`src/rtl/rst_seq_pkg.sv`:
```
// Shared types and helpers for the PLL bring-up / reset sequencer.
package rst_seq_pkg;

   typedef enum logic [2:0] {
      PLL_RST,
      WAIT_LOCK,
      STABLE,
      RELEASE,
      RUN,
      FAULT
   } state_t;

   // Bits needed to hold values 0..max_val, never less than one.
   function automatic int cnt_w(input int max_val);
      return (max_val < 2) ? 1 : $clog2(max_val + 1);
   endfunction

endpackage

```
`src/rtl/bit_sync.sv`:
```
// Two-flop synchroniser for asynchronous level inputs.
module bit_sync #(
   parameter int W = 1
) (
   input  logic         clk_i,
   input  logic         rst_i,
   input  logic [W-1:0] d_i,
   output logic [W-1:0] q_o
);

   logic [W-1:0] s1_q, s2_q;

   always_ff @(posedge clk_i) begin
      if (rst_i) begin
         s1_q <= '0;
         s2_q <= '0;
      end else begin
         s1_q <= d_i;
         s2_q <= s1_q;
      end
   end

   assign q_o = s2_q;

endmodule

```
`src/rtl/rst_seq_ctl.sv`:
```
// PLL bring-up with lock qualification, timeout/retry, and staged release
// of N_RST active-low downstream resets.
module rst_seq_ctl
   import rst_seq_pkg::*;
#(
   parameter int N_RST               = 4,
   parameter int PLL_RST_CYCLES      = 16,
   parameter int LOCK_STABLE_CYCLES  = 1024,
   parameter int LOCK_TIMEOUT_CYCLES = 65536,
   parameter int STEP_CYCLES         = 256,
   parameter int MAX_RETRY           = 3
) (
   input  logic                           clk_in,
   input  logic                           rst_in,
   input  logic                           pll_locked_in,
   input  logic                           sw_rst_in,
   output logic                           pll_rst_out,
   output logic [N_RST-1:0]               rst_n_out,
   output logic                           ready_out,
   output logic                           fault_out,
   output logic [$clog2(MAX_RETRY+1)-1:0] retry_cnt_out
);

   localparam int REL_SPAN = (N_RST - 1) * STEP_CYCLES;
   localparam int MAX_A    = (PLL_RST_CYCLES - 1 > LOCK_STABLE_CYCLES) ?
                             PLL_RST_CYCLES - 1 : LOCK_STABLE_CYCLES;
   localparam int MAX_C    = (MAX_A > REL_SPAN) ? MAX_A : REL_SPAN;
   localparam int CW       = cnt_w(MAX_C);
   localparam int TW       = cnt_w(LOCK_TIMEOUT_CYCLES);
   localparam int RW       = $clog2(MAX_RETRY + 1);

   localparam logic [CW-1:0] PLL_LAST = CW'(PLL_RST_CYCLES - 1);
   localparam logic [CW-1:0] STAB_LIM = CW'(LOCK_STABLE_CYCLES);
   localparam logic [CW-1:0] REL_LAST = CW'(REL_SPAN);
   localparam logic [TW-1:0] TO_LAST  = TW'(LOCK_TIMEOUT_CYCLES - 1);
   localparam logic [RW-1:0] RMAX     = RW'(MAX_RETRY);

   state_t            state_q, state_d;
   logic [CW-1:0]     cnt_q, cnt_d;     // PLL pulse / stable / step counter
   logic [TW-1:0]     to_q, to_d;
   logic [RW-1:0]     retry_q, retry_d;
   logic              pll_rst_q, pll_rst_d;
   logic [N_RST-1:0]  rst_n_q, rst_n_d;
   logic              ready_q, ready_d;
   logic              fault_q, fault_d;
   logic              lock_s;
   logic              to_hit;

   bit_sync #(.W(1)) u_lock_sync (
      .clk_i (clk_in),
      .rst_i (rst_in),
      .d_i   (pll_locked_in),
      .q_o   (lock_s)
   );

   always_ff @(posedge clk_in) begin
      if (rst_in) begin
         state_q   <= PLL_RST;
         cnt_q     <= '0;
         to_q      <= '0;
         retry_q   <= '0;
         pll_rst_q <= 1'b1;
         rst_n_q   <= '0;
         ready_q   <= 1'b0;
         fault_q   <= 1'b0;
      end else begin
         state_q   <= state_d;
         cnt_q     <= cnt_d;
         to_q      <= to_d;
         retry_q   <= retry_d;
         pll_rst_q <= pll_rst_d;
         rst_n_q   <= rst_n_d;
         ready_q   <= ready_d;
         fault_q   <= fault_d;
      end
   end

   always_comb begin
      state_d = state_q;
      cnt_d   = cnt_q;
      to_d    = to_q;
      retry_d = retry_q;
      to_hit  = (state_q == WAIT_LOCK || state_q == STABLE) && (to_q == TO_LAST);

      case (state_q)
         PLL_RST: begin
            if (cnt_q == PLL_LAST) begin
               state_d = WAIT_LOCK;
               cnt_d   = '0;
               to_d    = '0;
            end else begin
               cnt_d = cnt_q + CW'(1);
            end
         end
         WAIT_LOCK: begin
            to_d = to_q + TW'(1);
            if (lock_s) begin
               state_d = STABLE;
               cnt_d   = CW'(1);
            end
         end
         STABLE: begin
            to_d = to_q + TW'(1);
            if (!lock_s) begin
               state_d = WAIT_LOCK;
               cnt_d   = '0;
            end else if (cnt_q == STAB_LIM) begin
               state_d = RELEASE;
               cnt_d   = '0;
            end else begin
               cnt_d = cnt_q + CW'(1);
            end
         end
         RELEASE: begin
            if (!lock_s) begin
               state_d = PLL_RST;
               cnt_d   = '0;
            end else if (cnt_q == REL_LAST) begin
               state_d = RUN;
               cnt_d   = '0;
            end else begin
               cnt_d = cnt_q + CW'(1);
            end
         end
         RUN: begin
            if (!lock_s) begin
               state_d = PLL_RST;
               cnt_d   = '0;
            end
         end
         FAULT: ;
         default: begin
            state_d = PLL_RST;
            cnt_d   = '0;
         end
      endcase

      // Timeout overrides any lock-driven transition taken above.
      if (to_hit) begin
         retry_d = (retry_q == RMAX) ? retry_q : retry_q + RW'(1);
         state_d = (retry_d == RMAX) ? FAULT : PLL_RST;
         cnt_d   = '0;
      end

      if (state_d == RUN) retry_d = '0;

      if (sw_rst_in) begin
         state_d = PLL_RST;
         cnt_d   = '0;
         to_d    = '0;
         retry_d = '0;
      end

      // Outputs are registered from the next state so each one is glitch-free.
      pll_rst_d = (state_d == PLL_RST) || (state_d == FAULT);
      ready_d   = (state_d == RUN);
      fault_d   = (state_d == FAULT);
      rst_n_d   = '0;
      for (int k = 0; k < N_RST; k++) begin
         rst_n_d[k] = (state_d == RUN) ||
                      ((state_d == RELEASE) && (int'(cnt_d) >= k * STEP_CYCLES));
      end
   end

   assign pll_rst_out   = pll_rst_q;
   assign rst_n_out     = rst_n_q;
   assign ready_out     = ready_q;
   assign fault_out     = fault_q;
   assign retry_cnt_out = retry_q;

endmodule
```
`config.mk`:
```
export PLATFORM = sky130hd
export DESIGN_NAME = rst_seq_ctl
export DESIGN_NICKNAME = d
export VERILOG_FILES = /design/src/rtl/rst_seq_pkg.sv /design/src/rtl/bit_sync.sv /design/src/rtl/rst_seq_ctl.sv
export SDC_FILE = /design/constraint.sdc
export NUM_CORES = 1
export LEC_CHECK = 0
export ABC_AREA = 1
export BUFFER_PORTS_ARGS = -buffer_cell sky130_fd_sc_hd__clkbuf_2
export CAP_MARGIN = 10
export CELL_PAD_IN_SITES_DETAIL_PLACEMENT = 0
export CELL_PAD_IN_SITES_GLOBAL_PLACEMENT = 2
export CORE_MARGIN = 1
export CORE_UTILIZATION = 32
export CTS_BUF_LIST = sky130_fd_sc_hd__clkbuf_4
export DETAILED_ROUTE_END_ITERATION = 8
export HOLD_SLACK_MARGIN = 0.08
export PLACE_DENSITY = 0.74
export SLEW_MARGIN = 20
export SYNTH_ARGS = -nofsm -noshare
export SYNTH_HDL_FRONTEND = slang
export SYNTH_SLANG_ARGS = --single-unit
export TNS_END_PERCENT = 100
```
`constraint.sdc`:
```
create_clock -name clk_in -period 2.3 [get_ports clk_in]
set_input_delay 0.23 -clock clk_in [delete_from_list [all_inputs] [get_ports clk_in]]
set_output_delay 0.23 -clock clk_in [all_outputs]
set_load 0.01 [all_outputs]
```
==> Word level (Yosys, flattened, before mapping) <==
Index checks and enable logic that the tools add are counted.
{ "totals": {"reg_bits": 42, "latchBits": 0, "ram_bits": 0, "rom_bits": 0, "input_bits": 4, "out_inout_bits": 9, "word_cells": 73, "mem_count": 0} }
{ "op_classes": {"addsub": 3, "n_mul": 0, "div": 0, "n_lt_le_gt_ge": 3, "n_eq_ne": 16, "n_shift": 0, "muxes": 24, "n_bitwise": 0, "n_reduce_logical": 17} }
{ "ops": {"columns": ["op", "n"], "rows": [
  ["11-bit 2-to-1 mux", 9],
  ["11-bit one-hot mux with 6 select lines", 1],
  ["17-bit one-hot mux with 2 select lines", 1],
  ["3-bit 2-to-1 mux", 10],
  ["11-bit by 10-bit greater-or-equal comparator with 1-bit output, second input constant", 2],
  ["3-bit one-hot mux with 6 select lines", 1],
  ["17-bit by 1-bit adder with 17-bit output, second input constant", 1],
  ["17-bit by 16-bit == test with 1-bit output, second input constant", 1],
  ["17-bit 2-to-1 mux", 1],
  ["3-bit == test, second input constant", 5],
  ["11-bit by 1-bit adder with 11-bit output, second input constant", 1],
  ["11-bit by 10-bit == test with 1-bit output, second input constant", 1],
  ["11-bit == test, second input constant", 1],
  ["11-bit by 4-bit == test with 1-bit output, second input constant", 1],
  ["11-bit by 9-bit greater-or-equal comparator with 1-bit output, second input constant", 1],
  ["3-bit by 2-bit == test with 1-bit output, second input constant", 3],
  ["3-bit zero test", 2],
  ["1-bit logical OR", 6],
  ["2-bit == test, second input constant", 2],
  ["1-bit logical AND", 4],
  ["2-bit OR reduction", 2],
  ["3-bit by 1-bit == test with 1-bit output, second input constant", 1],
  ["3-bit OR reduction", 1],
  ["2-bit by 1-bit adder with 2-bit output, second input constant", 1],
  ["4 further kinds", 4]
]} }

==> Logic depth before layout (Yosys ltp) <==
Gate-level depths: netlist of the first run.
{ "depth": {"word_depth": 9, "ltp_mapped": 16, "ltp_nobuf": 16} }

==> Hierarchy <==
Synthesis of the first run repeated with hierarchy kept, for this count alone.
{ "hier_totals": {"cells_unflattened": 327, "hier_area_um2": 2259.7} }
{ "by_module_without_submodules": {"columns": ["mod", "instances", "cells_each", "area_each_um2", "seq_area_each_um2"], "rows": [
  ["rst_seq_ctl", 1, 321, 2204.6, 800.8],
  ["bit_sync", 1, 6, 55.1, 40.0]
]} }

==> Worst setup path before layout of the first run <==
No wires, ideal clock.
{ "synth_path": {"kind": "register to register", "startpoint": "reg to_q[0]", "endpoint": "reg pll_rst_q (netlist: pll_rst_out)", "setup_ns": 0.113, "t_arrival_ns": 1.985, "required_time_ns": 2.187, "setup_slack_ns": 0.201, "path_stages_with_launch": 15, "n_path_buf": 0, "synth_period_minus_slack_ns": 2.099, "cell_sequence": "dfxtp_1 -> ha_1 -> nand4_1 -> or3_1 -> nor3_1 -> ha_1 -> nand2_4 -> clkinv_2 -> nand2_1 -> nand2_1 -> inv_1 -> nand2_1 -> nand2_1 -> inv_1 -> nand2_1"} }
{ "synth_between": {"elab_chain_cells": 6, "word_cells_on_any_way": 7, "classes_between": "eq/ne: 2; mux: 2; reduce/logical: 3"} }
{ "synth_lines": {"columns": ["element", "line", "source"], "rows": [
  ["start, declared", "rst_seq_ctl.sv:40", "logic [TW-1:0] to_q, to_d;"],
  ["start signal, assigned", "rst_seq_ctl.sv:69", "to_q <= to_d;"],
  ["17-bit by 16-bit == test with 1-bit output *", "rst_seq_ctl.sv:83", "to_hit = (state_q == WAIT_LOCK || state_q == STABLE) && (to_q == TO_LAST);"],
  ["1-bit logical AND *", "rst_seq_ctl.sv:83", null],
  ["3-bit 2-to-1 mux *", "rst_seq_ctl.sv:139", "if (to_hit) begin"],
  ["3-bit 2-to-1 mux *", "rst_seq_ctl.sv:147", "if (sw_rst_in) begin"],
  ["3-bit == test / 3-bit zero test (equally long branches)", "rst_seq_ctl.sv:155", "pll_rst_d = (state_d == PLL_RST) || (state_d == FAULT);"],
  ["1-bit logical OR *", "rst_seq_ctl.sv:155", null],
  ["end signal, assigned", "rst_seq_ctl.sv:71", "pll_rst_q <= pll_rst_d;"],
  ["end, declared", "rst_seq_ctl.sv:42", "logic pll_rst_q, pll_rst_d;"]
]} }
Every way passes the cells marked *; elsewhere a longest branch is shown, timed or not.
A chain may end at the register's enable or synchronous reset.

==> Worst setup path after layout of the first run <==
{ "layout_path": {"startpoint": "reg to_q[0]", "endpoint": "reg rst_n_q[0] (netlist: rst_n_out[0])"} }
{ "layout_between": {"elab_chain_cells": 6, "word_cells_on_any_way": 7, "classes_between": "eq/ne: 3; mux: 2; reduce/logical: 2"} }
{ "layout_lines": {"columns": ["element", "line", "source"], "rows": [
  ["17-bit by 16-bit == test with 1-bit output *", "rst_seq_ctl.sv:83", null],
  ["1-bit logical AND *", "rst_seq_ctl.sv:83", null],
  ["3-bit 2-to-1 mux *", "rst_seq_ctl.sv:139", null],
  ["3-bit 2-to-1 mux *", "rst_seq_ctl.sv:147", null],
  ["3-bit == test / 3-bit by 2-bit == test with 1-bit output (equally long branches)", "rst_seq_ctl.sv:160, rst_seq_ctl.sv:161", null],
  ["1-bit logical OR *", "rst_seq_ctl.sv:160", "rst_n_d[k] = (state_d == RUN) ||"],
  ["end signal, assigned", "rst_seq_ctl.sv:72", "rst_n_q <= rst_n_d;"],
  ["end, declared", "rst_seq_ctl.sv:43", "logic [N_RST-1:0] rst_n_q, rst_n_d;"]
]} }
Marked as above.

==> results of run 1 <==
## placed cells by master (no fill, tap or decap), drive strengths merged
master / instances
nand2: 84
inv: 53
nor2: 45
dfxtp: 42
nand3: 26
a21oi: 22
clkbuf: 18
o21ai: 16
buf: 15
nor3: 15
o21a: 4
a22oi: 4
ha: 4
nand4: 3
clkinv: 2
a211oi: 2
or2: 2
or3: 1
o22ai: 1
a31oi: 1
o21bai: 1
a32oi: 1
nand3b: 1
nor4: 1
xor2: 1
bufinv: 1
clkinvlp: 1
dlygate4sd3: 1
## routing by layer
metal  wire [um]  part of all wire  up-vias
li1            -                 -     1137
met2        2320              0.43       38
met3         226             0.042        7
met5           0                 0        -
met4          79             0.015        0
met1        2710              0.51      900
## critical path: cells and delay by family, from the launching register on
family	cells	cell delay [ps]
compound gates	1	110
fa+ha+maj	2	360
buf+inv	1	130
flops	1	390
simple gates	9	1030
## synthesized netlist by cell type
cell,instances
o22ai_1,1
a22oi_1,4
nor2_8,1
nand2_2,7
nand2_4,3
o21a_1,4
nand2_1,74
a211oi_2,2
ha_1,4
a31oi_1,1
nand3_2,5
o21ai_1,1
nor2_4,2
nand4_1,3
buf_2,2
nor2_1,38
nor3_2,2
or2_1,1
o21ai_2,1
nand3b_1,1
o21bai_1,1
nor4_1,1
a21oi_1,22
nor2_2,4
a32oi_1,1
nor3_4,1
buf_4,1
xor2_1,1
inv_1,50
o21ai_0,14
dfxtp_1,42
or3_1,1
buf_6,1
or2_2,1
nor3_1,12
inv_2,3
clkinv_2,2
nand3_1,21
## state kept, by name (all words and copies together) (netlist names), 2 cells and up
signal         cells
retry_cnt_out      2
state_q            3
rst_n_out          4
cnt_q             11
to_q              17
## kinds of logic after synthesis
logic type,share of synthesized area
AND/OR/NAND/NOR,0.375
XOR/XNOR,0.00379
buffers and inverters,0.103
adder cells (fa/ha/maj),0.0216
flip-flops,0.363
AO/OA/AOI/OAI,0.133
## worst min path at each step
| stage | start | endpoint | slack, ps | cells past startpoint |
|---|---|---|---|---|
| final | sw_rst_in | cnt_q[8]$_SDFF_PP0_ | 170 | 2 |
| after global routing | sw_rst_in | cnt_q[8]$_SDFF_PP0_ | 140 | 2 |
| after CTS | sw_rst_in | cnt_q[8]$_SDFF_PP0_ | 150 | 2 |
| after detailed placement | u_lock_sync.s1_q$_SDFF_PP0_ | u_lock_sync.q_o$_SDFF_PP0_ | 400 | 2 |
| after global placement | u_lock_sync.s1_q$_SDFF_PP0_ | u_lock_sync.q_o$_SDFF_PP0_ | 390 | 2 |
| after floorplan | sw_rst_in | cnt_q[8]$_SDFF_PP0_ | 310 | 1 |
## power breakdown
part | internal [mW] | leakage, nW | total (mW) | switching [mW]
clock | 0.241 | 0.0419 | 0.489 | 0.248
combinational | 0.0201 | 0.850 | 0.0519 | 0.0319
sequential | 0.731 | 0.341 | 0.733 | 0.00228
## area by class of cell
type,instances,area share
Clock inverter,2,0.0138
Tap cell,96,0.0441
Multi-Input combinational cell,235,0.467
Inverter,55,0.0767
Timing Repair Buffer,28,0.0717
Sequential cell,42,0.311
Clock buffer,6,0.0165
## what timing repair did
item | 4_1_cts | 5_1_grt
hold endpoints to repair | 1 | 0
hold buffers | 1 | 0
endpoints found under the setup margin | 0 | 14
buffers inserted | 0 | 1
gates resized for setup | 0 | 12
==> out/summary.txt, run 1 <==
number of synthesized register bits = 42
global placement routability congestion = 0.741
data required time of the worst path = 2570 ps
Fin. Hold Viols = 0
transition at the pin with the smallest max-transition slack = 358 ps
Placed Cells incl. Taps = 454
largest stage delay on the critical path = 390 ps
area share of the leading cell type in the synthesized netlist = 0.363
core region area = 6910 um2
relative area change from synthesis to final layout = 17.7%
first-pass GRT wire length = 9.01 mm
reg-to-reg startpoint = to_q[0]$_SDFFE_PP0P_
fin area = 2720 um2
setup violators final = 0
GRT met1 Usage = 0.209
critical path start-end classification = reg -> reg
cell at the root of the clock tree = clkbuf_4
post-synthesis area per instance = 6.89 um2
final total power = 1.27 mW
die height = 87.0 um
Cell Count, Final, Fillers Out = 464
period utilization = 0.924
Worst Hold Margin = 168 ps
TritonCTS clock tree = done
drt initial violations = 75
setup repair after global routing missed its margin = no
source-to-sink clock delay at the later pin of the worst-skew pair = 360 ps
clock-pin transition on the worst setup and hold timing paths = 120 ps
number of global-route vias before repair = 1974
standard cell with the maximum stage delay on the critical path = dfxtp_2
Fmax = 470 MHz
all-layer global routing usage = 0.153
detail-routed net length per standard cell = 11.5 um
diode insertion count for antenna repair = 0
Antenna Violating Nets Remaining = 0
number of maximum-capacitance constraint violations = 0
Relative slew margins = 0.759
depth of the worst register-to-register path = 13
gate count of the mapped netlist = 336
result of the run = finished, final reports clean
setup slack of the worst register-to-register path = 170 ps
pwr dens = 468 nW/um2
overall overflow remaining after global route = 0
GRT met3 Usage = 0.0313
count of TritonRoute iterations in the first routing pass = 4
standby leakage power = 1.23 nW
number of synthesis warnings = 0
Crit path arrival time = 2390 ps
proportion of layout cells with a drive suffix above 1 = 0.215
final design utilization = 0.394
die outline area = 7570 um2
worst clock skew = 16.8 ps
Setup crit end kind = flop
CTS Buffer Depth = 2
via count = 2082
cells along the critical path = ha_4 > nand4_1 > or3_4 > nor3_4 > ha_2 > nand2_4 > o21ai_2 > nor2_4 > nand2_2 > nor2_4 > nand3_2 > nand2_2 > buf_4
effective utilization at floorplan = 0.335
clock sink count = 42
capture point of the critical path = rst_n_out[0]$_SDFF_PP0_
width of the die = 87.0 um
cell type contributing the most total cell area after synthesis = dfxtp_1
Max Slew Vio Count = 0
number of I/O pins = 13
PortBufs = 12
sum of negative setup slack = 0 ps
total wire length = 5.33 mm
ranking of synthesized cells by area = dfxtp_1 (36%), nand2_1 (12%), inv_1 (8.1%)
number of vias per cell after detailed routing = 4.49
worst-path fanout max = 5
number of buffers added by the clock tree synthesis step = 5
area used by multi-input combinational logic = 1270 um2
Tightest Hold Check Type = in -> reg
placed cell areas = 2580 um2
Final Worst Setup Slack = 174 ps
deepest level of the CTS H-tree = 2
critical register-to-register path endpoint = rst_n_out[0]$_SDFF_PP0_
Post-Synthesis Net Count = 344
half-perimeter wire length after placement = 4.11 mm
# DRC = 0
number of cell rows = 30
antenna violations before repair = 0
most crowded layer after global routing = met2
storage element area = 846 um2
Crit. Startpoint = to_q[0]$_SDFFE_PP0P_
number of distinct standard cells referenced by the synthesized netlist = 38
Seq/Total Area, Yosys = 0.363
Tmin final = 2130 ps
netlist area before placement = 2310 um2
final-layout fill cell count = 774
layout net count = 375
sort of element at the start of the critical path = flop
Max VDD drop = 0.000203 V
met2 usage = 0.238
largest net degree at the start of global routing = 14
Worst Setup Slack post-DPL = 76.8 ps
(Power assumes the default switching activity.)
==> inputs of run 2 (changes only) <==
--- a/config.mk
+++ b/config.mk
@@ -11,13 +11,14 @@
 export CELL_PAD_IN_SITES_DETAIL_PLACEMENT = 0
 export CELL_PAD_IN_SITES_GLOBAL_PLACEMENT = 2
 export CORE_MARGIN = 1
-export CORE_UTILIZATION = 32
+export CORE_UTILIZATION = 36
 export CTS_BUF_LIST = sky130_fd_sc_hd__clkbuf_4
 export DETAILED_ROUTE_END_ITERATION = 8
 export HOLD_SLACK_MARGIN = 0.08
-export PLACE_DENSITY = 0.74
+export PLACE_DENSITY = 0.79
 export SLEW_MARGIN = 20
 export SYNTH_ARGS = -nofsm -noshare
 export SYNTH_HDL_FRONTEND = slang
+export SYNTH_HIERARCHICAL = 1
 export SYNTH_SLANG_ARGS = --single-unit
 export TNS_END_PERCENT = 100
==> constraint.sdc (replaced) <==
create_clock -name clk_in -period 2.2 [get_ports clk_in]
set_input_delay 0.22 -clock clk_in [delete_from_list [all_inputs] [get_ports clk_in]]
set_output_delay 0.22 -clock clk_in [all_outputs]
set_load 0.01 [all_outputs]
==> run 2 against run 1 <==
Net effect: count of clock-buffer cells in the layout unchanged; combinational power down 25%; clock skew down 5.2 ps; critical path type unchanged; largest cell class unchanged.
==> out/summary.txt, run 2 <==
deepest level of the CTS H-tree = 2 (unchanged)
Crit path arrival time = 2290 ps (was 2390 ps)
CTS Buffer Depth = 2 (unchanged)
layout net count = 361 (was 375)
area used by multi-input combinational logic = 1250 um2 (was 1270 um2)
worst clock skew = 11.5 ps (was 16.8 ps)
Fmax = 505 MHz (was 470 MHz)
Placed Cells incl. Taps = 415 (was 454)
hold path cells = 2 (unchanged)
Tightest Hold Check Type = in -> reg (unchanged)
sort of element at the start of the critical path = flop (unchanged)
worst-path fanout max = 5 (unchanged)
overall overflow remaining after global route = 0 (unchanged)
number of cell rows = 28 (was 30)
sum of negative setup slack = 0 ps (unchanged)
effective utilization at floorplan = 0.377 (was 0.335)
PortBufs = 12 (unchanged)
diode insertion count for antenna repair = 0 (unchanged)
drt initial violations = 39 (was 75)
count of flip-flops with a built-in enable after synthesis = 0 (unchanged)
number of global-route vias before repair = 1834 (was 1974)
async set-or-reset flop fraction in the synthesized netlist = 0 (unchanged)
post-synthesis area per instance = 6.91 um2 (was 6.89 um2)
depth of the worst register-to-register path = 16 (was 13)
transition at the pin with the smallest max-transition slack = 470 ps (was 358 ps)
critical register-to-register path endpoint = rst_n_out[1]$_SDFF_PP0_ (was rst_n_out[0]$_SDFF_PP0_)
number of synthesis warnings = 6 (was 0)
detail-routed net length per standard cell = 11.9 um (was 11.5 um)
TritonCTS clock tree = done (unchanged)
period utilization = 0.901 (was 0.924)
ranking of synthesized cells by area = dfxtp_1 (37%), nand2_1 (11%), nor2_1 (8.1%) (was dfxtp_1 (36%), nand2_1 (12%), inv_1 (8.1%))
storage element area = 852 um2 (was 846 um2)
first-pass GRT wire length = 8.27 mm (was 9.01 mm)
Tmin final = 1980 ps (was 2130 ps)
number of maximum-capacitance constraint violations = 0 (unchanged)
number of flip-flops in the largest register = 17 (unchanged)
Fin. Hold Viols = 0 (unchanged)
number of vias per cell after detailed routing = 4.78 (was 4.49)
number of synthesized register bits = 42 (unchanged)
netlist area before placement = 2260 um2 (was 2310 um2)
number of I/O pins = 13 (unchanged)
# DRC = 0 (unchanged)
Crit. Startpoint = to_q[1]$_SDFFE_PP0P_ (was to_q[0]$_SDFFE_PP0P_)
Seq/Total Area, Yosys = 0.372 (was 0.363)
clock-pin transition on the worst setup and hold timing paths = 130 ps (was 120 ps)
standby leakage power = 1.18 nW (was 1.23 nW)
post-synthesis compound-gate area fraction = 0.133 (about the same)
reg-to-reg startpoint = to_q[1]$_SDFFE_PP0P_ (was to_q[0]$_SDFFE_PP0P_)
commonest non-fill, non-tap cell in the layout = nand2_1 (unchanged)
clock sink count = 42 (unchanged)
register containing the most flip-flops in the final layout = to_q (unchanged)
Relative slew margins = 0.686 (was 0.759)
global placement routability congestion = 0.741 (about the same)
setup repair after global routing missed its margin = no (unchanged)
Post-Synthesis Net Count = 335 (was 344)
relative area change from synthesis to final layout = 15.1% (was 17.7%)
core region area = 5990 um2 (was 6910 um2)
prevailing post-synth register cell = dfxtp_1 (unchanged)
die outline area = 6600 um2 (was 7570 um2)
largest net degree at the start of global routing = 14 (unchanged)
share of synthesized area spent on multiplexers = 0 (unchanged)
most frequent cells in the layout = nand2_1 (62), nor2_1 (48), inv_1 (45) (was nand2_1 (72), inv_1 (50), nor2_1 (38), dfxtp_1 (38), a21oi_1 (22))
proportion of layout cells with a drive suffix above 1 = 0.218 (was 0.215)
Antenna Violating Nets Remaining = 0 (unchanged)
source-to-sink clock delay at the later pin of the worst-skew pair = 360 ps (about the same)
critical path start-end classification = reg -> reg (unchanged)
gate count of the mapped netlist = 327 (was 336)
count of TritonRoute iterations in the first routing pass = 4 (unchanged)
Cell Count, Final, Fillers Out = 429 (was 464)
total wire length = 5.10 mm (was 5.33 mm)
final design utilization = 0.434 (was 0.394)
pwr dens = 465 nW/um2 (was 468 nW/um2)
cell with the most instances after synthesis = nand2_1 (unchanged)
all-layer global routing usage = 0.165 (was 0.153)
Max VDD drop = 0.000184 V (was 0.000203 V)
setup slack of the worst register-to-register path = 220 ps (was 170 ps)
XOR/XNOR share of the synthesized area = 0 (was 0.00379)
width of the die = 81.2 um (was 87.0 um)
most frequent cells after synthesis = nand2_1 (65), nor2_1 (49), inv_1 (47) (was nand2_1 (74), inv_1 (50), dfxtp_1 (42))
data required time of the worst path = 2510 ps (was 2570 ps)
die height = 81.2 um (was 87.0 um)
half-perimeter wire length after placement = 3.87 mm (was 4.11 mm)
Worst Min Path Start = rst_in (was sw_rst_in)
final-layout fill cell count = 664 (was 774)
result of the run = finished, final reports clean (unchanged)
adder-cell share of the synthesized area = 0.0221 (was 0.0216)
Worst Setup Slack post-DPL = 107 ps (was 76.8 ps)
share of synthesized cell area in and, or, nand and nor gates = 0.373 (was 0.375)
cell type contributing the most total cell area after synthesis = dfxtp_1 (unchanged)
antenna violations before repair = 0 (unchanged)
area share of the leading cell type in the synthesized netlist = 0.372 (was 0.363)
cell at the root of the clock tree = clkbuf_4 (unchanged)
Final Worst Setup Slack = 218 ps (was 174 ps)
worst-case hold path end point = ready_out$_SDFF_PP0_ (was cnt_q[8]$_SDFF_PP0_)
setup violators final = 0 (unchanged)
main combinational cell family by area after synthesis = simple AND/OR/NAND/NOR gates (unchanged)
via count = 2051 (was 2082)
Setup crit end kind = flop (unchanged)
number of buffers added by the clock tree synthesis step = 5 (unchanged)
number of distinct standard cells referenced by the synthesized netlist = 32 (was 38)
Max Slew Vio Count = 0 (unchanged)
==> run 2: cell count changes after synthesis, moves of 2 or more <==
| cell | delta |
|---|---|
| a211oi_1 | +5 |
| a211oi_2 | -2 |
| a21oi_1 | -2 |
| buf_2 | -2 |
| clkinv_2 | -2 |
| inv_1 | -3 |
| inv_2 | +2 |
| nand2_1 | -9 |
| nand4_1 | +3 |
| nor2_1 | +11 |
| nor3_1 | -6 |
| nor3_2 | -2 |
| o21a_1 | -4 |
| o21ai_1 | +2 |
==> run 2: final cells by class <==
type | instances | share of cell area
Multi-Input combinational cell | 229 | 0.482
Clock buffer | 6 | 0.0173
Sequential cell | 42 | 0.328
Timing Repair Buffer | 22 | 0.0529
Inverter | 53 | 0.0784
Clock inverter | 2 | 0.00529
Tap cell | 75 | 0.0361
==> run 2: worst max-delay path by stage <==
stage	endpoint	depth (start not counted)
4_1_cts	rst_n_out[1]$_SDFF_PP0_	16
2_1_floorplan	rst_n_out[1]$_SDFF_PP0_	16
3_3_place_gp	rst_n_out[1]$_SDFF_PP0_	13
6_report	rst_n_out[1]$_SDFF_PP0_	16
5_1_grt	rst_n_out[1]$_SDFF_PP0_	15
3_5_place_dp	rst_n_out[1]$_SDFF_PP0_	13
==> run 2: routing by layer <==
layer | global-route usage | vias to the layer above | part of all wire
li1 | - | 1106 | -
met1 | 0.204 | 928 | 0.49
met2 | 0.287 | 12 | 0.48
met3 | 0.0337 | 5 | 0.017
met4 | 0.0482 | 0 | 0.010
met5 | 0 | - | 0
==> run 2: critical path, stage by stage (launching register included) <==
cell and delay (ps):
dfxtp_4 390, ha_4 130, nand4_1 110, nor3_2 170
nand3_1 120, nor2_2 130, ha_2 200, nand2_4 70
inv_4 80, nand2_4 50, nand3_4 80, nand2_2 50
inv_2 70, nand2_4 60, nand2_2 70, nand2_2 60
nor2_1 90
==> run 2: timing repair <==
action	in CTS	in global routing
setup endpoints to repair	0	18
hold buffers	1	0
buffers inserted	0	5
resized for setup	0	25
endpoints found under the hold margin	1	0
==> run 2: report_power, final <==
| group | internal, mW | total, mW | switching [mW] |
|---|---|---|---|
| combinational | 0.0138 | 0.0387 | 0.0249 |
| sequential | 0.762 | 0.766 | 0.00426 |
| clock | 0.138 | 0.406 | 0.267 |
==> run 2: kinds of logic (layout without fill, tap and decap cells) <==
| family | after synthesis | count (layout) |
|---|---|---|
| compound gates | 52 | 52 |
| fa+ha+maj | 4 | 4 |
| buf+inv | 56 | 83 |
| flops | 42 | 42 |
| simple gates | 173 | 173 |
==> run 2: metrics by stage <==
step	area [um2]	hold WS, ps	power [mW]
detailed placement	2420	396	0.822
finish	2600	161	1.21
global placement	2420	397	0.822
global route	2600	182	1.27
floorplan	2260	291	0.806
CTS	2490	150	1.24
==> inputs of run 3 (changes only) <==
--- a/config.mk
+++ b/config.mk
@@ -16,6 +16,7 @@
 export DETAILED_ROUTE_END_ITERATION = 8
 export HOLD_SLACK_MARGIN = 0.08
 export PLACE_DENSITY = 0.79
+export REMOVE_ABC_BUFFERS = 1
 export SLEW_MARGIN = 20
 export SYNTH_ARGS = -nofsm -noshare
 export SYNTH_HDL_FRONTEND = slang
==> run 3 against run 2 <==
Net effect: critical path depth stayed put; power up 2.1%; first-iteration DRC count is 49% higher; fmax down 2.7%; worst setup slack lost 56 ps.
==> out/summary.txt, run 3 (synthesized netlist as in run 2, its figures left out) <==
pwr dens = 485 nW/um2 (was 465 nW/um2)
first-pass GRT wire length = 8.24 mm (was 8.27 mm)
critical register-to-register path endpoint = rst_n_out[1]$_SDFF_PP0_ (unchanged)
number of flip-flops in the largest register = 17 (unchanged)
relative area change from synthesis to final layout = 12.8% (was 15.1%)
capture point of the critical path = rst_n_out[1]$_SDFF_PP0_ (unchanged)
cell at the root of the clock tree = clkbuf_4 (unchanged)
Relative slew margins = 0.737 (was 0.686)
source-to-sink clock delay at the later pin of the worst-skew pair = 370 ps (was 360 ps)
die outline area = 6600 um2 (unchanged)
Fmax = 491 MHz (was 505 MHz)
cells along the critical path = ha_4 > nand4_1 > nor3_1 > nand3_1 > nor2_1 > ha_2 > nand2_4 > inv_4 > nand2_2 > nand3_2 > nand2_2 > inv_2 > nand2_2 > nand2_1 > nand2_2 > nor2_1 (was ha_4 > nand4_1 > nor3_2 > nand3_1 > nor2_2 > ha_2 > nand2_4 > inv_4 > nand2_4 > nand3_4 > nand2_2 > inv_2 > nand2_4 > nand2_2 > nand2_2 > nor2_1)
setup violators final = 0 (unchanged)
antenna violations before repair = 0 (unchanged)
standard cell with the maximum stage delay on the critical path = dfxtp_4 (unchanged)
layout net count = 358 (was 361)
effective utilization at floorplan = 0.377 (unchanged)
depth of the worst register-to-register path = 16 (unchanged)
width of the die = 81.2 um (unchanged)
number of vias per cell after detailed routing = 4.79 (was 4.78)
result of the run = finished, final reports clean (unchanged)
diode insertion count for antenna repair = 0 (unchanged)
deepest level of the CTS H-tree = 2 (unchanged)
die height = 81.2 um (unchanged)
core region area = 5990 um2 (unchanged)
sort of element at the start of the critical path = flop (unchanged)
count of TritonRoute iterations in the first routing pass = 4 (unchanged)
drt initial violations = 58 (was 39)
clock-pin transition on the worst setup and hold timing paths = 150 ps (was 130 ps)
number of cell rows = 28 (unchanged)
register containing the most flip-flops in the final layout = to_q (unchanged)
total wire length = 4.94 mm (was 5.10 mm)
half-perimeter wire length after placement = 3.85 mm (was 3.87 mm)
Crit path arrival time = 2360 ps (was 2290 ps)
commonest non-fill, non-tap cell in the layout = nand2_1 (unchanged)
Tmin final = 2040 ps (was 1980 ps)
critical path start-end classification = reg -> reg (unchanged)
proportion of layout cells with a drive suffix above 1 = 0.188 (was 0.218)
most frequent cells in the layout = nand2_1 (65), nor2_1 (49), inv_1 (46) (was nand2_1 (62), nor2_1 (48), inv_1 (45))
largest stage delay on the critical path = 400 ps (was 390 ps)
Antenna Violating Nets Remaining = 0 (unchanged)
number of I/O pins = 13 (unchanged)
Crit path depth = 16 (unchanged)
setup slack of the worst register-to-register path = 160 ps (was 220 ps)
overall overflow remaining after global route = 0 (unchanged)
period utilization = 0.926 (was 0.901)
Max Slew Vio Count = 0 (unchanged)
Crit. Startpoint = to_q[0]$_SDFFE_PP0P_ (was to_q[1]$_SDFFE_PP0P_)
number of buffers added by the clock tree synthesis step = 5 (unchanged)
global placement routability congestion = 0.733 (was 0.741)
PortBufs = 12 (unchanged)
Setup crit end kind = flop (unchanged)
Buffers & Inverters on Critical Path = 2 (unchanged)
sum of negative setup slack = 0 ps (unchanged)
TritonCTS clock tree = done (unchanged)
reg-to-reg startpoint = to_q[0]$_SDFFE_PP0P_ (was to_q[1]$_SDFFE_PP0P_)
clock sink count = 42 (unchanged)
detail-routed net length per standard cell = 11.6 um (was 11.9 um)
worst-path fanout max = 5 (unchanged)
CTS Buffer Depth = 2 (unchanged)
final-layout fill cell count = 649 (was 664)
# DRC = 0 (unchanged)
number of global-route vias before repair = 1866 (was 1834)
transition at the pin with the smallest max-transition slack = 393 ps (was 470 ps)
Top Family by Delay on Critical Path = simple AND/OR/NAND/NOR gates (unchanged)
via count = 2041 (was 2051)
largest net degree at the start of global routing = 17 (was 14)
number of maximum-capacitance constraint violations = 0 (unchanged)
Tightest Hold Check Type = in -> reg (unchanged)
all-layer global routing usage = 0.165 (about the same)
dominant cell type by count on the critical path = nand2_2
Max VDD drop = 0.000212 V (was 0.000184 V)
data required time of the worst path = 2520 ps (was 2510 ps)
Fin. Hold Viols = 0 (unchanged)
final total power = 1.24 mW (was 1.21 mW)
setup repair after global routing missed its margin = no (unchanged)
worst clock skew = 11.8 ps (was 11.5 ps)
standby leakage power = 1.16 nW (was 1.18 nW)
## run 3: worst min-delay path by stage
stage / depth (start not counted) / end / startpoint
global route: 2 / u_lock_sync/s1_q$_SDFF_PP0_ / rst_in
finish: 2 / u_lock_sync/s1_q$_SDFF_PP0_ / rst_in
floorplan: 1 / u_lock_sync/s1_q$_SDFF_PP0_ / rst_in
global placement: 2 / u_lock_sync/q_o$_SDFF_PP0_ / u_lock_sync/s1_q$_SDFF_PP0_
detailed placement: 2 / u_lock_sync/q_o$_SDFF_PP0_ / u_lock_sync/s1_q$_SDFF_PP0_
CTS: 2 / u_lock_sync/s1_q$_SDFF_PP0_ / rst_in
## run 3: cell type report
class | count | area, um2 | share of cell area
Sequential cell | 42 | 850 | 0.333
Clock buffer | 5 | 37.5 | 0.0147
Multi-Input combinational cell | 229 | 1210 | 0.474
Inverter | 53 | 204 | 0.0800
Clock inverter | 3 | 28.8 | 0.0113
Tap cell | 75 | 93.8 | 0.0368
Timing Repair Buffer | 19 | 128 | 0.0500
## run 3: per-layer routing
metal  up-vias  wire [um]  GRT usage
met4         0        104     0.0643
met3        10        115     0.0360
met1       912       2390      0.202
met5         -          0          0
met2        22       2340      0.279
li1       1097          -          -
## run 3: timing repair
item,4_1_cts,5_1_grt
endpoints found under the setup margin,0,14
setup buffers,0,2
gates resized for setup,0,12
hold endpoints to repair,1,0
hold buffers,1,0
## run 3: where the power goes
group / internal (mW) / switching [mW]
registers: 0.763 / 0.00423
logic: 0.0160 / 0.0246
clock network: 0.139 / 0.289
total: 0.918 / 0.318
## run 3: stage by stage
stage               cell area [um2]  std cells  setup slack [ps]  hold slack [ps]  utilization
floorplan                      2240        324               232              291            -
detailed placement             2430        415               125              397        0.406
global route                   2550        426              6.58              143        0.426
finish                         2550        426               162              133        0.426
CTS                            2510        424              84.2              123        0.419
global placement               2430        415               162              398        0.406
## run 3: worst reg2reg max path: stages (launching register included)
cell and delay (ps):
dfxtp_4 400, ha_4 150, nand4_1 100, nor3_1 200, nand3_1 120, nor2_1 140
ha_2 210, nand2_4 70, inv_4 70, nand2_2 50, nand3_2 90, nand2_2 50
inv_2 60, nand2_2 70, nand2_1 80, nand2_2 60, nor2_1 90
